===== src/rtl/adxl_resp_pkg.sv =====
// Shared types and constants for the ADXL-style SPI register responder.
// Holds the FSM state enum, opcodes, register addresses, ID bytes and reset values.
package adxl_resp_pkg;

  typedef enum logic [2:0] {
    ST_IDLE = 3'd0,
    ST_CMD  = 3'd1,
    ST_ADDR = 3'd2,
    ST_DATA = 3'd3,
    ST_ERR  = 3'd4
  } state_e;

  localparam logic [7:0] OP_WRITE = 8'h0A;
  localparam logic [7:0] OP_READ  = 8'h0B;

  localparam logic [5:0] ADDR_DEVID_AD   = 6'h00;
  localparam logic [5:0] ADDR_DEVID_MST  = 6'h01;
  localparam logic [5:0] ADDR_PARTID     = 6'h02;
  localparam logic [5:0] ADDR_XDATA_L    = 6'h0E;
  localparam logic [5:0] ADDR_XDATA_H    = 6'h0F;
  localparam logic [5:0] ADDR_YDATA_L    = 6'h10;
  localparam logic [5:0] ADDR_YDATA_H    = 6'h11;
  localparam logic [5:0] ADDR_ZDATA_L    = 6'h12;
  localparam logic [5:0] ADDR_ZDATA_H    = 6'h13;
  localparam logic [5:0] ADDR_FILTER_CTL = 6'h2C;
  localparam logic [5:0] ADDR_POWER_CTL  = 6'h2D;

  localparam logic [7:0] DEVID_AD  = 8'hAD;
  localparam logic [7:0] DEVID_MST = 8'h1D;
  localparam logic [7:0] PARTID    = 8'hF2;

  localparam logic [7:0] POWER_CTL_RST  = 8'h00;
  localparam logic [7:0] FILTER_CTL_RST = 8'h13;

  function automatic logic is_writable(input logic [5:0] addr);
    return (addr == ADDR_FILTER_CTL) || (addr == ADDR_POWER_CTL);
  endfunction

endpackage


===== src/rtl/spi_sync_edge.sv =====
// Two-flop synchronizer for one asynchronous SPI pin, with rise/fall detection
// in the system clock domain.
module spi_sync_edge (
  input  logic clk_i,
  input  logic rst_i,
  input  logic d_i,
  output logic level_o,
  output logic rise_o,
  output logic fall_o
);

  logic [1:0] sync_q;
  logic       prev_q;

  // synchronizer chain plus one delayed copy for edge detection
  always_ff @(posedge clk_i) begin
    if (rst_i) begin
      sync_q <= 2'b00;
      prev_q <= 1'b0;
    end else begin
      sync_q <= {sync_q[0], d_i};
      prev_q <= sync_q[1];
    end
  end

  assign level_o = sync_q[1];
  assign rise_o  = sync_q[1] & ~prev_q;
  assign fall_o  = ~sync_q[1] & prev_q;

endmodule


===== src/rtl/spi_resp_adxl.sv =====
// SPI mode-0 slave emulating a small ADXL-style register map (read 0x0B / write 0x0A).
// Define SPI_RESP_BURST_EN to auto-increment the address across data bytes.
module spi_resp_adxl
  import adxl_resp_pkg::*;
(
  input  logic        CLK100MHZ,
  input  logic        rst,
  input  logic        sclk,
  input  logic        mosi,
  input  logic        cs,
  output logic        miso,
  input  logic [15:0] x_val,
  input  logic [15:0] y_val,
  input  logic [15:0] z_val,
  output logic [7:0]  power_ctl,
  output logic [7:0]  filter_ctl,
  output logic        xfer_active,
  output logic        cmd_err
);

`ifdef SPI_RESP_BURST_EN
  localparam logic BURST_EN = 1'b1;
`else
  localparam logic BURST_EN = 1'b0;
`endif

  logic       sclk_rise_s;
  logic       sclk_fall_s;
  logic       cs_rise_s;
  logic       cs_fall_s;
  logic       mosi_s;
  logic [3:0] edges_unused_s;

  spi_sync_edge u_sync_sclk (
    .clk_i  (CLK100MHZ),
    .rst_i  (rst),
    .d_i    (sclk),
    .level_o(edges_unused_s[0]),
    .rise_o (sclk_rise_s),
    .fall_o (sclk_fall_s)
  );

  spi_sync_edge u_sync_mosi (
    .clk_i  (CLK100MHZ),
    .rst_i  (rst),
    .d_i    (mosi),
    .level_o(mosi_s),
    .rise_o (edges_unused_s[1]),
    .fall_o (edges_unused_s[2])
  );

  spi_sync_edge u_sync_cs (
    .clk_i  (CLK100MHZ),
    .rst_i  (rst),
    .d_i    (cs),
    .level_o(edges_unused_s[3]),
    .rise_o (cs_rise_s),
    .fall_o (cs_fall_s)
  );

  state_e      state_q;
  logic [2:0]  bit_cnt_q;
  logic [6:0]  shift_q;
  logic [7:0]  tx_q;
  logic [5:0]  addr_q;
  logic        rd_mode_q;
  logic        first_done_q;
  logic [15:0] x_snap_q;
  logic [15:0] y_snap_q;
  logic [15:0] z_snap_q;
  logic [7:0]  power_q;
  logic [7:0]  filter_q;
  logic        miso_q;
  logic        xfer_q;
  logic        cmd_err_q;

  logic [7:0]  byte_s;
  logic        byte_done_s;
  logic        service_s;
  logic [5:0]  rd_addr_s;
  logic [7:0]  rd_data_s;

  assign byte_s      = {shift_q, mosi_s};
  assign byte_done_s = sclk_rise_s && (bit_cnt_q == 3'd7);
  assign service_s   = BURST_EN || !first_done_q;

  // address being fetched: the just-received address byte, else the next burst address
  always_comb begin
    if (state_q == ST_ADDR) begin
      rd_addr_s = byte_s[5:0];
    end else begin
      rd_addr_s = addr_q + 6'd1;
    end
  end

  // register map read decode
  always_comb begin
    rd_data_s = 8'h00;
    case (rd_addr_s)
      ADDR_DEVID_AD:   rd_data_s = DEVID_AD;
      ADDR_DEVID_MST:  rd_data_s = DEVID_MST;
      ADDR_PARTID:     rd_data_s = PARTID;
      ADDR_XDATA_L:    rd_data_s = x_snap_q[7:0];
      ADDR_XDATA_H:    rd_data_s = x_snap_q[15:8];
      ADDR_YDATA_L:    rd_data_s = y_snap_q[7:0];
      ADDR_YDATA_H:    rd_data_s = y_snap_q[15:8];
      ADDR_ZDATA_L:    rd_data_s = z_snap_q[7:0];
      ADDR_ZDATA_H:    rd_data_s = z_snap_q[15:8];
      ADDR_FILTER_CTL: rd_data_s = filter_q;
      ADDR_POWER_CTL:  rd_data_s = power_q;
      default:         rd_data_s = 8'h00;
    endcase
  end

  // transaction FSM with registered outputs
  always_ff @(posedge CLK100MHZ) begin
    if (rst) begin
      state_q      <= ST_IDLE;
      bit_cnt_q    <= 3'd0;
      shift_q      <= 7'd0;
      tx_q         <= 8'h00;
      addr_q       <= 6'd0;
      rd_mode_q    <= 1'b0;
      first_done_q <= 1'b0;
      x_snap_q     <= 16'h0000;
      y_snap_q     <= 16'h0000;
      z_snap_q     <= 16'h0000;
      power_q      <= POWER_CTL_RST;
      filter_q     <= FILTER_CTL_RST;
      miso_q       <= 1'b0;
      xfer_q       <= 1'b0;
      cmd_err_q    <= 1'b0;
    end else begin
      cmd_err_q <= 1'b0;
      if (cs_rise_s) begin
        // deselect aborts whatever is in flight; an unfinished byte is simply dropped
        state_q <= ST_IDLE;
        xfer_q  <= 1'b0;
        miso_q  <= 1'b0;
      end else begin
        case (state_q)
          ST_IDLE: begin
            if (cs_fall_s) begin
              state_q      <= ST_CMD;
              xfer_q       <= 1'b1;
              miso_q       <= 1'b0;
              bit_cnt_q    <= 3'd0;
              first_done_q <= 1'b0;
              x_snap_q     <= x_val;
              y_snap_q     <= y_val;
              z_snap_q     <= z_val;
            end
          end
          ST_CMD: begin
            if (sclk_rise_s) begin
              shift_q   <= byte_s[6:0];
              bit_cnt_q <= bit_cnt_q + 3'd1;
              if (byte_done_s) begin
                if (byte_s == OP_READ) begin
                  rd_mode_q <= 1'b1;
                  state_q   <= ST_ADDR;
                end else if (byte_s == OP_WRITE) begin
                  rd_mode_q <= 1'b0;
                  state_q   <= ST_ADDR;
                end else begin
                  cmd_err_q <= 1'b1;
                  state_q   <= ST_ERR;
                end
              end
            end
          end
          ST_ADDR: begin
            if (sclk_rise_s) begin
              shift_q   <= byte_s[6:0];
              bit_cnt_q <= bit_cnt_q + 3'd1;
              if (byte_done_s) begin
                addr_q  <= byte_s[5:0];
                tx_q    <= rd_data_s;
                state_q <= ST_DATA;
              end
            end
          end
          ST_DATA: begin
            if (sclk_rise_s) begin
              shift_q   <= byte_s[6:0];
              bit_cnt_q <= bit_cnt_q + 3'd1;
              if (byte_done_s) begin
                if (!rd_mode_q && service_s && is_writable(addr_q)) begin
                  if (addr_q == ADDR_POWER_CTL) begin
                    power_q <= byte_s;
                  end else begin
                    filter_q <= byte_s;
                  end
                end
                first_done_q <= 1'b1;
                // without burst only the first data byte is live; later ones read zero
                if (BURST_EN) begin
                  addr_q <= addr_q + 6'd1;
                  tx_q   <= rd_data_s;
                end else begin
                  tx_q   <= 8'h00;
                end
              end
            end else if (sclk_fall_s && rd_mode_q) begin
              miso_q <= tx_q[7];
              tx_q   <= {tx_q[6:0], 1'b0};
            end
          end
          ST_ERR: begin
            miso_q <= 1'b0;
          end
          default: begin
            state_q <= ST_IDLE;
            xfer_q  <= 1'b0;
            miso_q  <= 1'b0;
          end
        endcase
      end
    end
  end

  assign miso        = miso_q;
  assign power_ctl   = power_q;
  assign filter_ctl  = filter_q;
  assign xfer_active = xfer_q;
  assign cmd_err     = cmd_err_q;

endmodule


===== config.mk =====
export PLATFORM = sky130hd
export DESIGN_NAME = spi_resp_adxl
export DESIGN_NICKNAME = d
export VERILOG_FILES = /design/src/rtl/adxl_resp_pkg.sv /design/src/rtl/spi_sync_edge.sv /design/src/rtl/spi_resp_adxl.sv
export SDC_FILE = /design/constraint.sdc
export NUM_CORES = 1
export LEC_CHECK = 0
export BUFFER_PORTS_ARGS = -buffer_cell sky130_fd_sc_hd__buf_2
export CORE_UTILIZATION = 36
export CTS_CLUSTER_DIAMETER = 50
export DETAILED_ROUTE_END_ITERATION = 16
export GPL_TIMING_DRIVEN = 0
export PLACE_DENSITY = 0.65
export SLEW_MARGIN = 15
export SYNTH_ARGS = -nofsm -noshare
export SYNTH_HDL_FRONTEND = slang
export SYNTH_SLANG_ARGS = --single-unit

===== constraint.sdc =====
create_clock -name CLK100MHZ -period 3.5 [get_ports CLK100MHZ]
set_clock_uncertainty 0.2 [all_clocks]
set_input_delay 1.05 -clock CLK100MHZ [delete_from_list [all_inputs] [get_ports CLK100MHZ]]
set_output_delay 1.05 -clock CLK100MHZ [all_outputs]
set_load 0.005 [all_outputs]

## Word-level counts from Yosys, hierarchy flattened

Index checks and enable logic that the tools add are counted.

- Bits of input ports: 53
- Flip-flop bits (word level): 104
- Bits in read-only memories: 0
- Memories: 0
- Latch bits: 0
- RAM bits: 0

- Bitwise operators: 16
- $lt $le $gt $ge: 0
- Div/mod/pow operators: 0
- Multiplexer cells: 31
- Add/sub/neg operators: 2
- Eq/ne operators: 31
- Reductions and logical operators: 31
- $mul: 0
- Shifts and indexed selects: 0

Operators by type and width:

| cell | number |
|---|---|
| $pmux W8 S11 | 1 |
| $mux W8 | 5 |
| $mux W3 | 9 |
| $eq A6 B5 Y1 const B | 4 |
| $eq A6 B6 Y1 const B | 4 |
| $reduce_and A6 Y1 | 4 |
| $ne A2 B2 Y1 const B | 9 |
| $eq A8 B4 Y1 const B | 2 |
| $pmux W8 S2 | 1 |
| $eq A6 B4 Y1 const B | 2 |
| $not A1 Y1 | 12 |
| $pmux W3 S4 | 1 |
| $reduce_and A4 Y1 | 3 |
| $reduce_and A5 Y1 | 2 |
| $mux W1 | 9 |
| $reduce_bool A2 Y1 | 4 |
| $add A6 B1 Y6 const B | 1 |
| $eq A3 B2 Y1 const B | 2 |
| $eq A3 B3 Y1 const B | 2 |
| $eq A6 B1 Y1 const B | 1 |
| $eq A6 B2 Y1 const B | 1 |
| $logic_not A6 Y1 | 1 |
| $mux W6 | 1 |
| $ne A3 B3 Y1 const B | 2 |
| 17 further kinds | 28 |

## Depth between registers and ports, before layout

- Depth in word-level cells: 7
- Mapped depth: 10
- Mapped depth without buffers: 9

## Cells and area by module

From an unflattened synthesis, not the netlist that was laid out.

- Cells, all modules: 602
- Area, all modules: 4,998.5 um^2

By module, submodules not included:

| module | area an instance (um^2) | instances | cells an instance | seq. area each (um^2) |
|---|---|---|---|---|
| spi_resp_adxl | 4,724.5 | 1 | 578 | 1,921.8 |
| spi_sync_edge | 91.3 | 3 | 8 | 60.1 |

## Worst setup path before layout

Ideal clock, no wire load.

- Kind: flip-flop to flip-flop
- Start point: register addr_q[1]
- End point: register tx_q[0]
- Clock period less this slack: 2,791 ps
- Data required time: 3,162 ps
- Setup time: 138 ps
- Arrival time: 2,452 ps
- Stages on the path, launching flop included: 9
- Setup slack: 709 ps
- Buffers on the path: 0
- Cell sequence: dfxtp_1 -> ha_1 -> nand3_1 -> xnor2_1 -> or4_2 -> a21oi_2 -> or4_4 -> o31ai_4 -> o32ai_2

- Cells in the longest elaborated chain, start to end: 7

RTL lines:

| item | RTL line | text |
|---|---|---|
| from (decl) | spi_resp_adxl.sv:65 | `logic [5:0] addr_q;` |
| from (signal assigned) | spi_resp_adxl.sv:177 | `addr_q <= byte_s[5:0];` |
| from (signal assigned) | spi_resp_adxl.sv:198 | `addr_q <= addr_q + 6'd1;` |
| $add A6 B1 Y6 (*) | spi_resp_adxl.sv:92 | `rd_addr_s = addr_q + 6'd1;` |
| $mux W6 (*) | spi_resp_adxl.sv:89 | `if (state_q == ST_ADDR) begin` |
| $eq A6 B6 Y1 (tied with other cells) | spi_resp_adxl.sv:99 | `case (rd_addr_s)` |
| $pmux W8 S11 (*) | spi_resp_adxl.sv:99 |  |
| $mux W8 (*) | spi_resp_adxl.sv:176 | `if (byte_done_s) begin` |
| $mux W8 (*) | spi_resp_adxl.sv:173 | `if (sclk_rise_s) begin` |
| $pmux W8 S2 (*) | spi_resp_adxl.sv:141 | `case (state_q)` |
| to (signal assigned) | spi_resp_adxl.sv:178 | `tx_q <= rd_data_s;` |
| to (signal assigned) | spi_resp_adxl.sv:199 | `tx_q <= rd_data_s;` |
| to (signal assigned) | spi_resp_adxl.sv:206 | `tx_q <= {tx_q[6:0], 1'b0};` |
| to (decl) | spi_resp_adxl.sv:64 | `logic [7:0] tx_q;` |

Every way passes the cells marked *; elsewhere a longest branch is shown, timed or not. The select of a mux whose other input is x is not followed.
A chain may end at the register's enable or synchronous reset.

## Worst setup path in the final report

- Start point: register addr_q[1]
- End point: register tx_q[6]

Same word-level chain as after synthesis.

==> metrics.md <==
| Metric | Value |
|---|---|
| Run status | finished, final reports clean |
| Largest family of logic cells by synthesized area | simple AND/OR/NAND/NOR gates |
| Post-route DRC | 0 |
| Actual slew at the worst max-slew pin | 877 ps |
| Share of the synthesized area in the top cell type | ~43% |
| CTS root buf | clkbuf_16 |
| Port buffer count | 71 |
| CP endpoint kind | flop |
| R2R cell count | 8 |
| Clk buf depth | 2 |
| Top delay family on crit path | simple AND/OR/NAND/NOR gates |
| Hold Path Class | flop to flop |
| Cell count after synthesis | 581 |
| WP depth | 8 |
| Netlist area before placement | 4810 µm² |
| RSZ-0062 raised after global routing | no |
| Post-synth ARST share | 0% |
| Net Count, Synth | 639 |
| Critical Path Slowest Stage Cell | or4_2 |
| Distinct cell type count after synthesis | 64 |
| Simple-gate share of the synthesized area | 25.9% |
| Max Clk Rate | 302 MHz |
| Post-CTS resize count | 0 |
| CP max stage delay | 730 ps |
| Number of global-route vias before repair | 4303 |
| Final Setup Violations | 0 |
| VDD IR max | about 210 µV |
| DR vias | around 4500 |
| Area Overhead vs Synth | 18.1% |
| CTS tree | built |
| Num rows | 41 |
| Pin count of the biggest net entering global routing | 16 |
| Crit-path max FO | 7 |
| Synth top area cells | dfxtp_1 43%, nand2_1 9.8%, a21oi_1 7.4%, mux2i_1 5.0%, nor2_1 3.1% |
| NumNets Final | 722 |
| Drt first pass iters | 6 |
| WP data arrival | roughly 3400 ps |
| Sequential cell area | between 2000 and 2500 µm² |
| Final RePlAce weighted congestion | 0.914 |
| Clk_lat worst skew | approximately 350 ps |
| DR WL/cell | 16.1 µm |
| Post-CTS setup buffer count | 0 |
| Die Wd | between 100 and 150 µm |
| Grt ovf | 0 |
| Initial antenna violation count | 0 |
| Avg Inst Size Synth | 8.27 µm² |
| Synth Area in XOR/XNOR | less than 1% |
| Sequential cell area fraction in the yosys report | 43.3% |
| Synth Register Bits | 104 |
| Worst Path Buf+Inv | 0 |
| Fraction of layout cells with a size suffix above 1 | 16.5% |
| Setup crit start kind | flop |
| Pwr per Cell Area | between 400 and 500 nW/µm² |
| Final min period | 3310 ps |
| Cts hold-fix bufs | 0 |
| Total GRT Usage | between 10% and 20% |
| Critical path class | flop to flop |
| Dpl cells | approximately 830 |
| Worst slew margin | approximately two fifths |
| Hold Path Stages | 1 |
| Sink Count | 104 |
| Fillers | 1343 |
| Die Ht | 118 µm |
| CTS Buf Count | 9 |
| First-pass GRT wire length | ~22 mm |
| Yosys Warn Count | 0 |
| Period utilization | 94.5% |
| Routed vias/inst | 5.40 |
| P_leak | 2.05 nW |
| Top Ports | a little over 70 |
| Post-DP Area | 5390 µm² |
| Multiplexer area fraction after synthesis | about 6.2% |
| Ant diodes | 0 |
| Post-synth EDFFs | 0 |
| Compound-Gate Fraction of Synth Area | 19.4% |
| Fin. Hold Viols | 0 |
| Top-count cell post-synth | nand2_1 |
| Full die area | 13800 µm² |
| Worst path required time | 3580 ps |
| CP cell instances | ha_1, nand3_1, xnor2_1, or4_2, a21oi_2, a222oi_1, and3_1, o21ai_1 |
| Adder-cell area share of the yosys netlist | 1.30% |
| HPWL after DPL | 10.3 mm |
| Area of the multi-input gates | around 2600 µm² |
| Slew Viols, Final | 0 |
| Primary FF master, synth | dfxtp_1 |
| Final std cells w/o fill | 840 |
| Max-cap violation count | 0 |
| H-Tree Depth | 3 |
| DR iter-0 viols | 278 |
| CORE AREA | 12800 µm² |
| Fin area | between 5000 and 6000 µm² |
| Detail Route Antenna Nets | 0 |
| Largest area contributor in the netlist | dfxtp_1 |
| Most frequent cells after synthesis | 125 x nand2_1, 104 x dfxtp_1, 71 x a21oi_1 |
| Worst-path clk slew | 70 ps |
| Routed WL | 13.5 mm |
| Starting Density | 37.5% |
| Setup TNS | 0 ps |
==> where the power goes <==
group          internal (mW)  leakage [nW]  switching [mW]
Sequential              1.20         0.841         0.00876
Clock                  0.552         0.137           0.430
Combinational         0.0385          1.07          0.0558
==> final cells by class <==
type                            instances  share of cell area, %
Multi-Input combinational cell        433                   45.0
Sequential cell                       104                   36.7
Timing Repair Buffer                   72                   6.39
Clock buffer                           12                   4.17
Tap cell                              172                   3.79
Buffer                                 39                   2.84
Clock inverter                          3                  0.771
Inverter                                5                  0.331
==> registers in the layout, summed over array words and instances, names as in the netlist <==
| name | cells |
|---|---|
| y_snap_q | 16 |
| u_sync_sclk.prev_q | 1 |
| cmd_err | 1 |
| filter_ctl | 8 |
| u_sync_cs.prev_q | 1 |
| addr_q | 6 |
| power_ctl | 8 |
| first_done_q | 1 |
| tx_q | 8 |
| u_sync_cs.sync_q | 2 |
| z_snap_q | 16 |
| u_sync_sclk.sync_q | 2 |
| xfer_active | 1 |
| miso | 1 |
| u_sync_mosi.sync_q | 2 |
| shift_q | 7 |
| state_q | 3 |
| x_snap_q | 16 |
| rd_mode_q | 1 |
| bit_cnt_q | 3 |
==> layer usage <==
layer  part of all wire, %  GRT usage (%)  vias to the layer above
met5                     0              0                        -
met4                   1.5           7.29                        0
met3                   5.6           3.29                       15
met2                    46           32.4                      153
met1                    47           25.9                     2144
li1                      -              -                     2228
==> through the flow <==
| stage | utilization [%] | setup slack (ps) | power, mW | hold WS [ps] |
|---|---|---|---|---|
| finish | 44.3 | 192 | 2.28 | 244 |
| floorplan | - | 709 | 1.28 | 214 |
| detailed placement | 42.0 | 259 | 1.33 | 225 |
| global route | 44.3 | 33.2 | 2.36 | 265 |
| CTS | 44.2 | 243 | 2.29 | 244 |
| global placement | 41.9 | 312 | 1.33 | 230 |
==> placed cells by master, fill, tap and decap left out, drive strengths merged, types with 4 or more instances in the layout <==
cell and instances:
a211o 4, a21oi 74, a221oi 4, a222oi 6
a22oi 10, a31oi 10, and3 6, buf 79
clkbuf 44, dfxtp 104, ha 5, inv 5
mux2 5, mux2i 24, nand2 125, nand3 9
nor2 40, nor2b 15, nor3 10, nor3b 12
nor4 8, o21ai 13
==> cell families after synthesis <==
kind of cell / Yosys count
adder cells (fa/ha/maj): 5
buffers and inverters: 44
multiplexers: 29
XOR/XNOR: 1
AND/OR/NAND/NOR: 256
AO/OA/AOI/OAI: 142
flip-flops: 104
==> path summary, 6_finish.rpt <==
kind                              start                     to  slack, ps
setup / recovery              addr_q[1]                tx_q[6]        190
hold / removal    u_sync_sclk.sync_q[0]  u_sync_sclk.sync_q[1]        240
setup reg to reg              addr_q[1]                tx_q[6]        190
hold reg to reg   u_sync_sclk.sync_q[0]  u_sync_sclk.sync_q[1]        240
(Power assumes the default switching activity.)
